==> config.mk <==
export PLATFORM = sky130hd
export DESIGN_NAME = spi_tx_arbiter_flat
export DESIGN_NICKNAME = d
export VERILOG_FILES = /design/src/rtl/spi_arb_pkg.sv /design/src/rtl/spi_tx_arbiter_if.sv /design/src/rtl/rr_arbiter.sv /design/src/rtl/spi_tx_arbiter.sv /design/src/flat_wrapper.sv
export SDC_FILE = /design/constraint.sdc
export NUM_CORES = 1
export LEC_CHECK = 0
export BUFFER_PORTS_ARGS = -buffer_cell sky130_fd_sc_hd__buf_2
export CAP_MARGIN = 20
export CORE_ASPECT_RATIO = 1.75
export CORE_UTILIZATION = 25
export CTS_CLUSTER_SIZE = 12
export DETAILED_ROUTE_END_ITERATION = 7
export HOLD_SLACK_MARGIN = 0.1
export SLEW_MARGIN = 10
export SYNTH_ARGS = -nofsm -noshare
export SYNTH_HDL_FRONTEND = slang
export SYNTH_SLANG_ARGS = --single-unit
==> constraint.sdc <==
create_clock -name clk -period 8.3 [get_ports clk]
set_clock_uncertainty 0.2 [all_clocks]
set_input_delay 0.83 -clock clk [delete_from_list [all_inputs] [get_ports clk]]
set_output_delay 0.83 -clock clk [all_outputs]
set_load 0.01 [all_outputs]
==> src/rtl/spi_arb_pkg.sv <==
// Shared types and sizing helpers for the SPI transmitter arbiter.
package spi_arb_pkg;

  typedef enum logic [2:0] {
    StIdle,
    StCsSetup,
    StLoad,
    StWaitDone,
    StByteGap,
    StCsHold,
    StGap
  } arb_state_e;

  // grant_id is exported at a fixed width so NUM_REQ up to 8 fits.
  localparam int unsigned GRANT_W = 3;

  // Counter width able to hold 0..n-1; never narrower than one bit.
  function automatic int unsigned cnt_width(input int unsigned n);
    return (n > 1) ? $clog2(n) : 1;
  endfunction

  function automatic int unsigned max_u(input int unsigned a, input int unsigned b);
    return (a > b) ? a : b;
  endfunction

endpackage

==> src/rtl/spi_tx_arbiter_if.sv <==
// Requester and byte-engine handshake bundle around the SPI transmit arbiter.
interface spi_tx_arbiter_if #(
  parameter int unsigned NUM_REQ = 4
);
  logic [NUM_REQ-1:0]   req;
  logic [8*NUM_REQ-1:0] req_data;
  logic [NUM_REQ-1:0]   req_last;
  logic [NUM_REQ-1:0]   req_ack;
  logic                 spi_load;
  logic [7:0]           spi_data_out;
  logic                 spi_done;
  logic [NUM_REQ-1:0]   cs_n;

  modport master (
    input  req, req_data, req_last, spi_done,
    output req_ack, spi_load, spi_data_out, cs_n
  );

  modport slave (
    output req, req_data, req_last, spi_done,
    input  req_ack, spi_load, spi_data_out, cs_n
  );
endinterface

==> src/rtl/rr_arbiter.sv <==
// Combinational round-robin pick: first set req bit after last_grant, wrapping.
module rr_arbiter #(
  parameter int unsigned NUM_REQ = 4
) (
  input  logic [NUM_REQ-1:0]         req,
  input  logic [$clog2(NUM_REQ)-1:0] last_grant,
  output logic [NUM_REQ-1:0]         grant,
  output logic [$clog2(NUM_REQ)-1:0] grant_idx,
  output logic                       grant_valid
);

  int unsigned cand;

  always_comb begin
    grant       = '0;
    grant_idx   = '0;
    grant_valid = 1'b0;
    cand        = 0;
    for (int unsigned k = 1; k <= NUM_REQ; k++) begin
      cand = (int'(last_grant) + k) % NUM_REQ;
      if (!grant_valid && req[cand]) begin
        grant_valid = 1'b1;
        grant[cand] = 1'b1;
        grant_idx   = ($clog2(NUM_REQ))'(cand);
      end
    end
  end

endmodule

==> src/rtl/spi_tx_arbiter.sv <==
// Shares one SPI byte engine among NUM_REQ requesters with round-robin grant,
// per-requester chip select timing, multi-byte bursts and a done watchdog.
module spi_tx_arbiter
  import spi_arb_pkg::*;
#(
  parameter int unsigned NUM_REQ         = 4,
  parameter int unsigned CS_SETUP_CYCLES = 4,
  parameter int unsigned CS_HOLD_CYCLES  = 4,
  parameter int unsigned GAP_CYCLES      = 2,
  parameter int unsigned TIMEOUT_CYCLES  = 256
) (
  input  logic               clk,
  input  logic               reset,
  spi_tx_arbiter_if.master   bus,
  output logic               busy,
  output logic [GRANT_W-1:0] grant_id,
  output logic               timeout_err
);

  localparam int unsigned IDX_W  = $clog2(NUM_REQ);
  localparam int unsigned TIME_W = max_u(cnt_width(CS_SETUP_CYCLES),
                                         max_u(cnt_width(CS_HOLD_CYCLES),
                                               cnt_width(GAP_CYCLES)));
  localparam int unsigned WD_W   = cnt_width(TIMEOUT_CYCLES);

  localparam logic [TIME_W-1:0] SetupLast = TIME_W'(CS_SETUP_CYCLES - 1);
  localparam logic [TIME_W-1:0] HoldLast  = TIME_W'(CS_HOLD_CYCLES - 1);
  localparam logic [TIME_W-1:0] GapLast   = TIME_W'(GAP_CYCLES - 1);
  localparam logic [WD_W-1:0]   WdLast    = WD_W'(TIMEOUT_CYCLES - 1);

  arb_state_e         state_q, state_d;
  logic [TIME_W-1:0]  cnt_q, cnt_d;
  logic [WD_W-1:0]    wd_q, wd_d;
  logic [IDX_W-1:0]   grant_q, grant_d;
  logic [IDX_W-1:0]   last_grant_q, last_grant_d;
  logic               last_q, last_d;
  logic [NUM_REQ-1:0] ack_q, ack_d;
  logic [NUM_REQ-1:0] cs_n_q, cs_n_d;
  logic               load_q, load_d;
  logic [7:0]         data_q, data_d;
  logic               busy_q, busy_d;
  logic               tmo_q, tmo_d;

  logic [NUM_REQ-1:0] arb_grant;
  logic [IDX_W-1:0]   arb_idx;
  logic               arb_valid;

  rr_arbiter #(
    .NUM_REQ (NUM_REQ)
  ) u_rr_arbiter (
    .req         (bus.req),
    .last_grant  (last_grant_q),
    .grant       (arb_grant),
    .grant_idx   (arb_idx),
    .grant_valid (arb_valid)
  );

  always_comb begin
    state_d      = state_q;
    cnt_d        = cnt_q;
    wd_d         = wd_q;
    grant_d      = grant_q;
    last_grant_d = last_grant_q;
    last_d       = last_q;
    ack_d        = '0;
    cs_n_d       = cs_n_q;
    load_d       = 1'b0;
    data_d       = data_q;
    tmo_d        = tmo_q;

    unique case (state_q)
      StIdle: begin
        if (arb_valid) begin
          grant_d = arb_idx;
          cs_n_d  = ~arb_grant;
          cnt_d   = '0;
          state_d = StCsSetup;
        end
      end
      StCsSetup: begin
        if (cnt_q == SetupLast) begin
          state_d = StLoad;
        end else begin
          cnt_d = (cnt_q == '1) ? cnt_q : cnt_q + 1'b1;
        end
      end
      StLoad: begin
        // The driven byte doubles as the latch; it holds until the next LOAD.
        data_d  = bus.req_data[{grant_q, 3'b000} +: 8];
        last_d  = bus.req_last[grant_q];
        load_d  = 1'b1;
        wd_d    = '0;
        state_d = StWaitDone;
      end
      StWaitDone: begin
        if (bus.spi_done) begin
          ack_d[grant_q] = 1'b1;
          cnt_d          = '0;
          state_d        = last_q ? StCsHold : StByteGap;
        end else if (wd_q == WdLast) begin
          tmo_d   = 1'b1;
          cnt_d   = '0;
          state_d = StCsHold;
        end else begin
          wd_d = (wd_q == '1) ? wd_q : wd_q + 1'b1;
        end
      end
      StByteGap: begin
        if (bus.req[grant_q]) begin
          state_d = StLoad;
        end else begin
          cnt_d   = '0;
          state_d = StCsHold;
        end
      end
      StCsHold: begin
        if (cnt_q == HoldLast) begin
          cs_n_d       = '1;
          last_grant_d = grant_q;
          cnt_d        = '0;
          state_d      = StGap;
        end else begin
          cnt_d = (cnt_q == '1) ? cnt_q : cnt_q + 1'b1;
        end
      end
      StGap: begin
        if (cnt_q == GapLast) begin
          state_d = StIdle;
        end else begin
          cnt_d = (cnt_q == '1) ? cnt_q : cnt_q + 1'b1;
        end
      end
      default: begin
        cs_n_d  = '1;
        state_d = StIdle;
      end
    endcase

    busy_d = (state_d != StIdle);
  end

  always_ff @(posedge clk) begin
    if (reset) begin
      state_q      <= StIdle;
      cnt_q        <= '0;
      wd_q         <= '0;
      grant_q      <= '0;
      last_grant_q <= IDX_W'(NUM_REQ - 1);
      last_q       <= 1'b0;
      ack_q        <= '0;
      cs_n_q       <= '1;
      load_q       <= 1'b0;
      data_q       <= '0;
      busy_q       <= 1'b0;
      tmo_q        <= 1'b0;
    end else begin
      state_q      <= state_d;
      cnt_q        <= cnt_d;
      wd_q         <= wd_d;
      grant_q      <= grant_d;
      last_grant_q <= last_grant_d;
      last_q       <= last_d;
      ack_q        <= ack_d;
      cs_n_q       <= cs_n_d;
      load_q       <= load_d;
      data_q       <= data_d;
      busy_q       <= busy_d;
      tmo_q        <= tmo_d;
    end
  end

  assign bus.req_ack      = ack_q;
  assign bus.spi_load     = load_q;
  assign bus.spi_data_out = data_q;
  assign bus.cs_n         = cs_n_q;
  assign busy             = busy_q;
  assign grant_id         = GRANT_W'(grant_q);
  assign timeout_err      = tmo_q;

endmodule
==> src/flat_wrapper.sv <==
// flat-port wrapper written by rule: the top's interface ports become plain ports
module spi_tx_arbiter_flat import spi_arb_pkg::*;
#(
  parameter int unsigned NUM_REQ         = 4,
  parameter int unsigned CS_SETUP_CYCLES = 4,
  parameter int unsigned CS_HOLD_CYCLES  = 4,
  parameter int unsigned GAP_CYCLES      = 2,
  parameter int unsigned TIMEOUT_CYCLES  = 256
)
  (clk, reset, busy, grant_id, timeout_err, bus_req, bus_req_data, bus_req_last, bus_spi_done, bus_req_ack, bus_spi_load, bus_spi_data_out, bus_cs_n);
  spi_tx_arbiter_if #(.NUM_REQ(NUM_REQ)) bus_i ();
  input  logic clk;
  input  logic reset;
  output logic busy;
  output logic [GRANT_W-1:0] grant_id;
  output logic timeout_err;
  input wire logic [$bits(bus_i.req)-1:0] bus_req;
  input wire logic [$bits(bus_i.req_data)-1:0] bus_req_data;
  input wire logic [$bits(bus_i.req_last)-1:0] bus_req_last;
  input wire logic [$bits(bus_i.spi_done)-1:0] bus_spi_done;
  output wire logic [$bits(bus_i.req_ack)-1:0] bus_req_ack;
  output wire logic [$bits(bus_i.spi_load)-1:0] bus_spi_load;
  output wire logic [$bits(bus_i.spi_data_out)-1:0] bus_spi_data_out;
  output wire logic [$bits(bus_i.cs_n)-1:0] bus_cs_n;
  assign bus_i.req = bus_req;
  assign bus_i.req_data = bus_req_data;
  assign bus_i.req_last = bus_req_last;
  assign bus_i.spi_done = bus_spi_done;
  assign bus_req_ack = bus_i.req_ack;
  assign bus_spi_load = bus_i.spi_load;
  assign bus_spi_data_out = bus_i.spi_data_out;
  assign bus_cs_n = bus_i.cs_n;
  spi_tx_arbiter #(.NUM_REQ(NUM_REQ), .CS_SETUP_CYCLES(CS_SETUP_CYCLES), .CS_HOLD_CYCLES(CS_HOLD_CYCLES), .GAP_CYCLES(GAP_CYCLES), .TIMEOUT_CYCLES(TIMEOUT_CYCLES)) u_core (.clk(clk), .reset(reset), .bus(bus_i), .busy(busy), .grant_id(grant_id), .timeout_err(timeout_err));
endmodule
Word level (Yosys, flattened, before mapping):

Index checks and enable logic that the tools add are counted.

* input port bits: 43
* register bits after elaboration: 37
* logic and storage cells: 133
* output and inout bits: 22

* multiplexer cells: 58
* reduce and logical (&&, ||, !) cells: 23
* bitwise operators: 7
* eq/ne operators: 16
* shift operators: 1
* $lt $le $gt $ge: 10
* $add $sub $neg: 6

Operators with widths (count)
* variable part select 32 x 6 -> 8 bit: 1
* two-way mux 4 bit: 6
* two-way mux 2 bit: 11
* two-way mux 3 bit: 7
* one-hot mux 3 bit (7 select lines): 1
* two-way mux 1 bit: 17
* two-way mux 8 bit: 2
* one-hot mux 8 bit (2 select lines): 1
* < comparator 2 x 3 -> 1 bit, second input constant: 5
* binary-select mux 1 bit (select 2 bit): 6
* OR 4 bit: 3
* one-hot mux 2 bit (6 select lines): 1
* one-hot mux 4 bit (3 select lines): 1
* demux 1 bit (select 2 bit): 5
* greater-or-equal comparator 2 x 1 -> 1 bit, second input constant: 5
* equality test 3 bit, second input constant: 3
* AND reduction 3 bit: 3
* adder 8 x 1 -> 8 bit, second input constant: 1
* equality test 8 bit, second input constant: 1
* logical AND 1 bit: 8
* != test 2 bit, second input constant: 4
* adder 2 x 1 -> 2 bit, second input constant: 3
* equality test 3 x 2 -> 1 bit, second input constant: 2
* nonzero test 6 bit: 1
* 16 further kinds: 23

Longest topological paths before layout:

Gate-level depths: netlist of run 1.

* depth in word-level cells: 16
* mapped depth: 9

Hierarchy:

A second synthesis of run 1 with hierarchy kept.

* cells, all modules: 299
* area total of the unflattened synthesis: 2526.2 um^2

By module, submodules not included
* spi_tx_arbiter: cells an instance 213, times used 1, area each 1896.8 um^2
* rr_arbiter: cells an instance 86, times used 1, area each 629.4 um^2

Least setup slack after synthesis of run 1:

OpenSTA, ideal clock, no wires.

* kind: register -> register
* start: reg u_core.last_grant_q[0]
* end: reg u_core.cs_n_q[3], in the netlist u_core.bus.cs_n[3]
* arrival: 2.467 ns
* library setup time: 0.129 ns
* setup slack: 5.504 ns
* period minus slack after synthesis: 2.796 ns
* cell stages (with the launch flop): 10
* cell sequence: dfxtp_1 buf_6 inv_1 ha_1 mux4_1 clkbuf_1 nor4b_1 nand2_1 o21ai_0 a2bb2oi_1

* word-level cells in the longest chain between the ends: 16
* elaborated cells on any way between the ends: 54
* classes of those cells: 4 x add/sub; 8 x order compare; 1 x eq/ne; 26 x mux; 4 x bitwise; 11 x reduce/logical

Ends and longest elaborated chain
* start: declaration: RTL line spi_tx_arbiter.sv:35 `logic [IDX_W-1:0] last_grant_q, last_grant_d;`
* start signal: assignment: RTL line spi_tx_arbiter.sv:148 `last_grant_q <= IDX_W'(NUM_REQ - 1);`
* start signal: assignment: RTL line spi_tx_arbiter.sv:161 `last_grant_q <= last_grant_d;`
* branches (longest 16 deep; another with < comparator 2 x 3 -> 1 bit)
* end signal: assignment: RTL line spi_tx_arbiter.sv:164 `cs_n_q <= cs_n_d;`
* end: declaration: RTL line spi_tx_arbiter.sv:38 `logic [NUM_REQ-1:0] cs_n_q, cs_n_d;`

Parallel ways; which one is timed is not known. The select of a mux whose other input is x is not followed.
A chain may end at the register's enable or synchronous reset.

Worst setup path in the final report of run 1:

Ends and elaborated chain as after synthesis.

==> results.json, run 1 <==
{
  "holdPathEnd": "u_core.bus.spi_data_out[2]",
  "cp_max_fo": 15,
  "die_y_um": 127,
  "cp.buffers_inverters": 1,
  "finalWirelength_um": 5800,
  "arrival_ps": 3330,
  "fin_tns_setup_ps": 0,
  "wire_per_inst_um": 13.8,
  "criticalPathCategory": "flip-flop to flip-flop",
  "cts_tree": "done",
  "clk_latency_ps": 280,
  "synth_fa_ha_area_share_pct": 6.19,
  "area_growth_pct": 25.9,
  "setup_viol": 0,
  "place_ws_ps": 4910,
  "p_per_area_mw_per_mm2": 164,
  "r2r_cells": 7,
  "cts.sinks": 37,
  "reg2reg_to": "u_core.bus.cs_n[3]",
  "antenna_left": 0,
  "synth.avg_cell_area_um2": 9.15,
  "final_hold_viol_count": 0,
  "placed_cells": 411,
  "final_cells": 419,
  "critPathTopFamily": "simple AND/OR/NAND/NOR gates",
  "drtIter0Drc": 34,
  "min_path_type": "flip-flop to flip-flop",
  "final_common_cell": "buf_2",
  "boundaryPins": 65,
  "synth_compound_area_share_pct": 19.5,
  "top_layer": "met4",
  "whs_path_depth": 2,
  "setup_slack_ps": 4920,
  "met1_length_um": 2200,
  "drive_gt1_share_pct": 28.8,
  "synth_top_family_by_area": "simple AND/OR/NAND/NOR gates",
  "grt_pass1_wl_um": 9890,
  "cts-root-buf": "clkbuf_16",
  "period_needed_ps": 3380,
  "relSlewSlack_pct": 43.5,
  "worstPathCellList": "inv_1, ha_1, mux4_1, or4_4, nand3_2, nand3_1, a2bb2oi_1",
  "end_kind": "flip-flop",
  "cts.clk_slew.worst_paths_ps": 60,
  "grt_max_degree": 21,
  "postSynthCellCount": 243,
  "antenna_cells": 0,
  "synth_enable_flop_cells": 0,
  "ir_worst_vdd_uv": 82.8,
  "synthDistinctLibCells": 46,
  "nNetsFinal": 355,
  "grt_overflow": 0,
  "r2r-start": "u_core.last_grant_q[0]",
  "vias": 2097,
  "rows": 45,
  "dp_hpwl_um": 4470,
  "synth_area_leaders": "dfxtp_1 33%, mux4_2 12%, ha_1 6.2%",
  "postCtsSetupBuffers": 0,
  "first_pass_iters": 5,
  "routed-wl-met2_um": 3270,
  "yosys.area.top_type": "dfxtp_1",
  "hold_buffers": 0,
  "async_flop_share_pct": 0,
  "synthFlopType": "dfxtp_1",
  "grt.total_usage_pct": 13.6,
  "die-area_mm2": 0.00929,
  "wl_met3_um": 186,
  "start_util_pct": 25.7,
  "critPathMaxStageDelay_ps": 740,
  "synth-seq-area-share_pct": 33.3,
  "port_buffers": 63,
  "clk_path_buf_depth": 2,
  "muxShareOfSynthArea_pct": 15.0,
  "gp_congestion": 0.842,
  "syn_nets": 297,
  "die_x_um": 73.3,
  "drt_drc_violations_left": 0,
  "synth-seq-cells": 37,
  "power.total_w": 0.000460,
  "yosys_warnings": 0,
  "max_freq_mhz": 296,
  "p_leak_nw": 1.13,
  "min_from": "u_core.bus.spi_data_out[2]",
  "post-route-period-util_pct": 40.8,
  "vias_per_cell": 5.00,
  "rsz0062_at_grt": "no",
  "layout_common_cells": "63 x buf_2, 37 x dfxtp_1, 35 x nand2_1, 21 x a21oi_1, 18 x nor2_1",
  "synthXorXnorAreaFrac_pct": 1.57,
  "worst_path_max_delay_cell": "mux4_1",
  "holdWs_ps": 259,
  "status": "completed",
  "maxCapViolCount": 0,
  "synth-simple-area-share_pct": 20.1,
  "tightest_slew_ps": 846,
  "antenna_found_initial": 0,
  "numCtsBuffers": 5,
  "netlist_area_mm2": 0.00222,
  "core-area_mm2": 0.00867,
  "slew_viol_final": 0,
  "post_cts_resized": 0,
  "r2r_slack_ps": 4920,
  "timing.critical_path.required_ps": 8250,
  "grt_pass1_vias": 2087,
  "htreeDepth": 2,
  "synth_top_area_share_pct": 33.3,
  "start_kind": "flip-flop"
}
## cell families after synthesis
family / count (synthesis)
simple gates: 89
compound gates: 64
flops: 37
buf+inv: 22
mux: 15
fa+ha+maj: 11
xor+xnor: 4
other cells: 1
## registers in the layout, summed over array words and instances, names as in the netlist, 2 cells and up
| name | count |
|---|---|
| u_core.bus.spi_data_out | 8 |
| u_core.wd_q | 8 |
| u_core.bus.cs_n | 4 |
| u_core.bus.req_ack | 4 |
| u_core.state_q | 3 |
| u_core.cnt_q | 2 |
| u_core.grant_q | 2 |
| u_core.last_grant_q | 2 |
## worst min-delay path, cell delays in order (launching register included)
cell	delay, ps
dfxtp_1	310
nand2_1	50
a21oi_1	50
## through the flow
stage               utilization [%]  area, µm²
floorplan                         -       2220
global placement               30.3       2630
detailed placement             30.3       2630
CTS                            32.3       2800
global route                   32.3       2800
finish                         32.3       2800
## routing by layer
layer	vias to the layer above	track usage (%)
met5	-	0
met2	47	24.7
met4	0	6.33
met1	1023	15.0
li1	1013	-
met3	14	2.22
## synth_stat cells, drive strengths merged, types with 4 or more instances
cell / n
a21oi: 21
a221oi: 5
a2bb2oi: 5
buf: 7
clkbuf: 5
dfxtp: 37
ha: 11
inv: 10
mux4: 14
nand2: 35
nand3: 8
nor2: 18
nor2b: 8
nor3: 6
o211ai: 4
o21ai: 9
or4: 6
xnor2: 4
## where the power goes
group           total, W  internal (W)  switching (W)
Combinational  0.0000508     0.0000284      0.0000224
Clock           0.000220      0.000150      0.0000697
Sequential      0.000190      0.000181     0.00000821
Total           0.000460      0.000360       0.000100
## final cells by class
cell class                 instances  area (µm²)
fill                             948        5870
multi-input combinational        184        1390
sequential                        37         741
timing repair buffer              63         315
tap                              117         146
clock buffer                       7         143
inverter                          10        37.5
clock inverter                     1        30.0
## worst max-delay path by stage
stage,slack (ps),start,endpoint,depth (start not counted)
floorplan,5500,u_core.last_grant_q[0],u_core.bus.cs_n[3],9
global placement,5040,u_core.last_grant_q[0],u_core.grant_q[0],7
detailed placement,4910,u_core.last_grant_q[0],u_core.bus.cs_n[3],7
CTS,4910,u_core.last_grant_q[0],u_core.bus.cs_n[3],7
global route,4680,u_core.last_grant_q[0],u_core.bus.cs_n[2],7
finish,4920,u_core.last_grant_q[0],u_core.bus.cs_n[3],7
(Power assumes the default switching activity.)
==> inputs of run 2 (changes only) <==
==> constraint.sdc (replaced) <==
create_clock -name clk -period 3.4 [get_ports clk]
set_clock_uncertainty 0.2 [all_clocks]
set_input_delay 0.34 -clock clk [delete_from_list [all_inputs] [get_ports clk]]
set_output_delay 0.34 -clock clk [all_outputs]
set_load 0.01 [all_outputs]
==> results.json, run 2 (synthesized netlist as in run 1, its figures left out) <==
{
  "status": "completed",
  "max_freq_mhz": 339,
  "grt.total_usage_pct": 12.6,
  "grt_pass1_vias": 1882,
  "boundaryPins": 65,
  "rsz0062_at_grt": "no",
  "dp_hpwl_um": 4210,
  "clk_path_buf_depth": 2,
  "clk_latency_ps": 290,
  "setup_viol": 0,
  "met2_usage_pct": 21.1,
  "grt_overflow": 0,
  "min_path_type": "input pin to flip-flop",
  "drive_gt1_share_pct": 30.1,
  "vias": 2073,
  "post-route-period-util_pct": 86.8,
  "end_kind": "flip-flop",
  "die_x_um": 73.3,
  "die_y_um": 127,
  "grtUsageMet3_pct": 2.54,
  "nNetsFinal": 359,
  "numCtsBuffers": 5,
  "cts_tree": "done",
  "ir_worst_vdd_uv": 289,
  "hold_buffers": 0,
  "post_dp_cell_area_mm2": 0.00266,
  "holdWs_ps": 241,
  "top_usage_layer": "met2",
  "final_cells": 423,
  "maxCapViolCount": 0,
  "area_growth_pct": 28.1,
  "period_needed_ps": 2950,
  "port_buffers": 63,
  "criticalPathCategory": "flip-flop to flip-flop",
  "cts.sinks": 37,
  "startpoint": "u_core.last_grant_q[1]",
  "cp_max_fo": 11,
  "post_cts_resized": 0,
  "power.total_w": 0.00119,
  "placed_cells": 415,
  "final_area_mm2": 0.00285,
  "timing.critical_path.required_ps": 3360,
  "drtIter0Drc": 105,
  "slew_viol_final": 0,
  "p_leak_nw": 1.16,
  "grtUsageMet1_pct": 14.5,
  "wire_per_inst_um": 13.1,
  "grt_pass1_wl_um": 9030,
  "grt_max_degree": 21,
  "finalWirelength_um": 5540,
  "die-area_mm2": 0.00929,
  "relSlewSlack_pct": 59.2,
  "vias_per_cell": 4.90,
  "final_common_cell": "buf_2",
  "tightest_slew_ps": 603,
  "p_per_area_mw_per_mm2": 417,
  "gp_congestion": 0.824,
  "arrival_ps": 2910,
  "final_hold_viol_count": 0,
  "min_from": "reset",
  "htreeDepth": 2,
  "cts-root-buf": "clkbuf_16",
  "rows": 45,
  "core-area_mm2": 0.00867,
  "cts.clk_slew.worst_paths_ps": 60,
  "r2r-start": "u_core.last_grant_q[1]",
  "antenna_found_initial": 0,
  "first_pass_iters": 6,
  "antenna_cells": 0,
  "antenna_left": 0,
  "drt_drc_violations_left": 0,
  "layout_common_cells": "63 x buf_2, 37 x dfxtp_1, 35 x nand2_1, 21 x a21oi_1, 18 x nor2_1",
  "fin_tns_setup_ps": 0,
  "start_kind": "flip-flop",
  "postCtsSetupBuffers": 0,
  "start_util_pct": 25.7
}
[run 2: cell types whose count changed in the layout (fill, tap and decap cells not counted)]
| cell | previous run | this run |
|---|---|---|
| bufinv_16 | 1 | 2 |
| buf_4 | 0 | 4 |
| clkinv_2 | 0 | 1 |
| clkbuf_8 | 1 | 0 |
| clkbuf_1 | 1 | 0 |
[run 2: cell type report]
cell class	instances	area [µm²]
fillers	942	5820
clock inverters	3	65.1
repair buffers	67	345
clock buffers	5	125
well taps	117	146
inverters	10	37.5
flip-flops and latches	37	741
multi-input cells	184	1390
[run 2: through the flow]
stage,utilization [%],setup WS (ps)
after CTS,32.9,447
after global placement,30.7,537
after detailed placement,30.7,471
after global routing,32.9,103
final,32.9,450
after floorplan,-,604
[run 2: path summary, 6_finish.rpt]
| path | cells past startpoint | slack (ps) | to |
|---|---|---|---|
| hold / removal | 2 | 240 | u_core.wd_q[1] |
| hold reg to reg | 2 | 250 | u_core.bus.spi_data_out[2] |
| setup / recovery | 8 | 450 | u_core.bus.cs_n[3] |
| setup reg to reg | 8 | 450 | u_core.bus.cs_n[3] |
[run 2: routing by layer]
layer / routed length [µm] / vias up
li1: - / 1023
met4: 157 / 0
met3: 232 / 10
met1: 2150 / 975
met5: 0 / -
met2: 3000 / 65
[run 2: where the power goes]
group          internal, W  switching (W)
clock             0.000419       0.000181
combinational    0.0000722      0.0000639
sequential        0.000443     0.00000943
[run 2: critical path: stages, from the launching register on]
cell and delay, ps:
dfxtp_1 490, inv_1 170, ha_1 380, mux4_1 580
buf_4 190, nor4b_1 520, nand2_1 120, o21ai_0 100
a2bb2oi_1 80
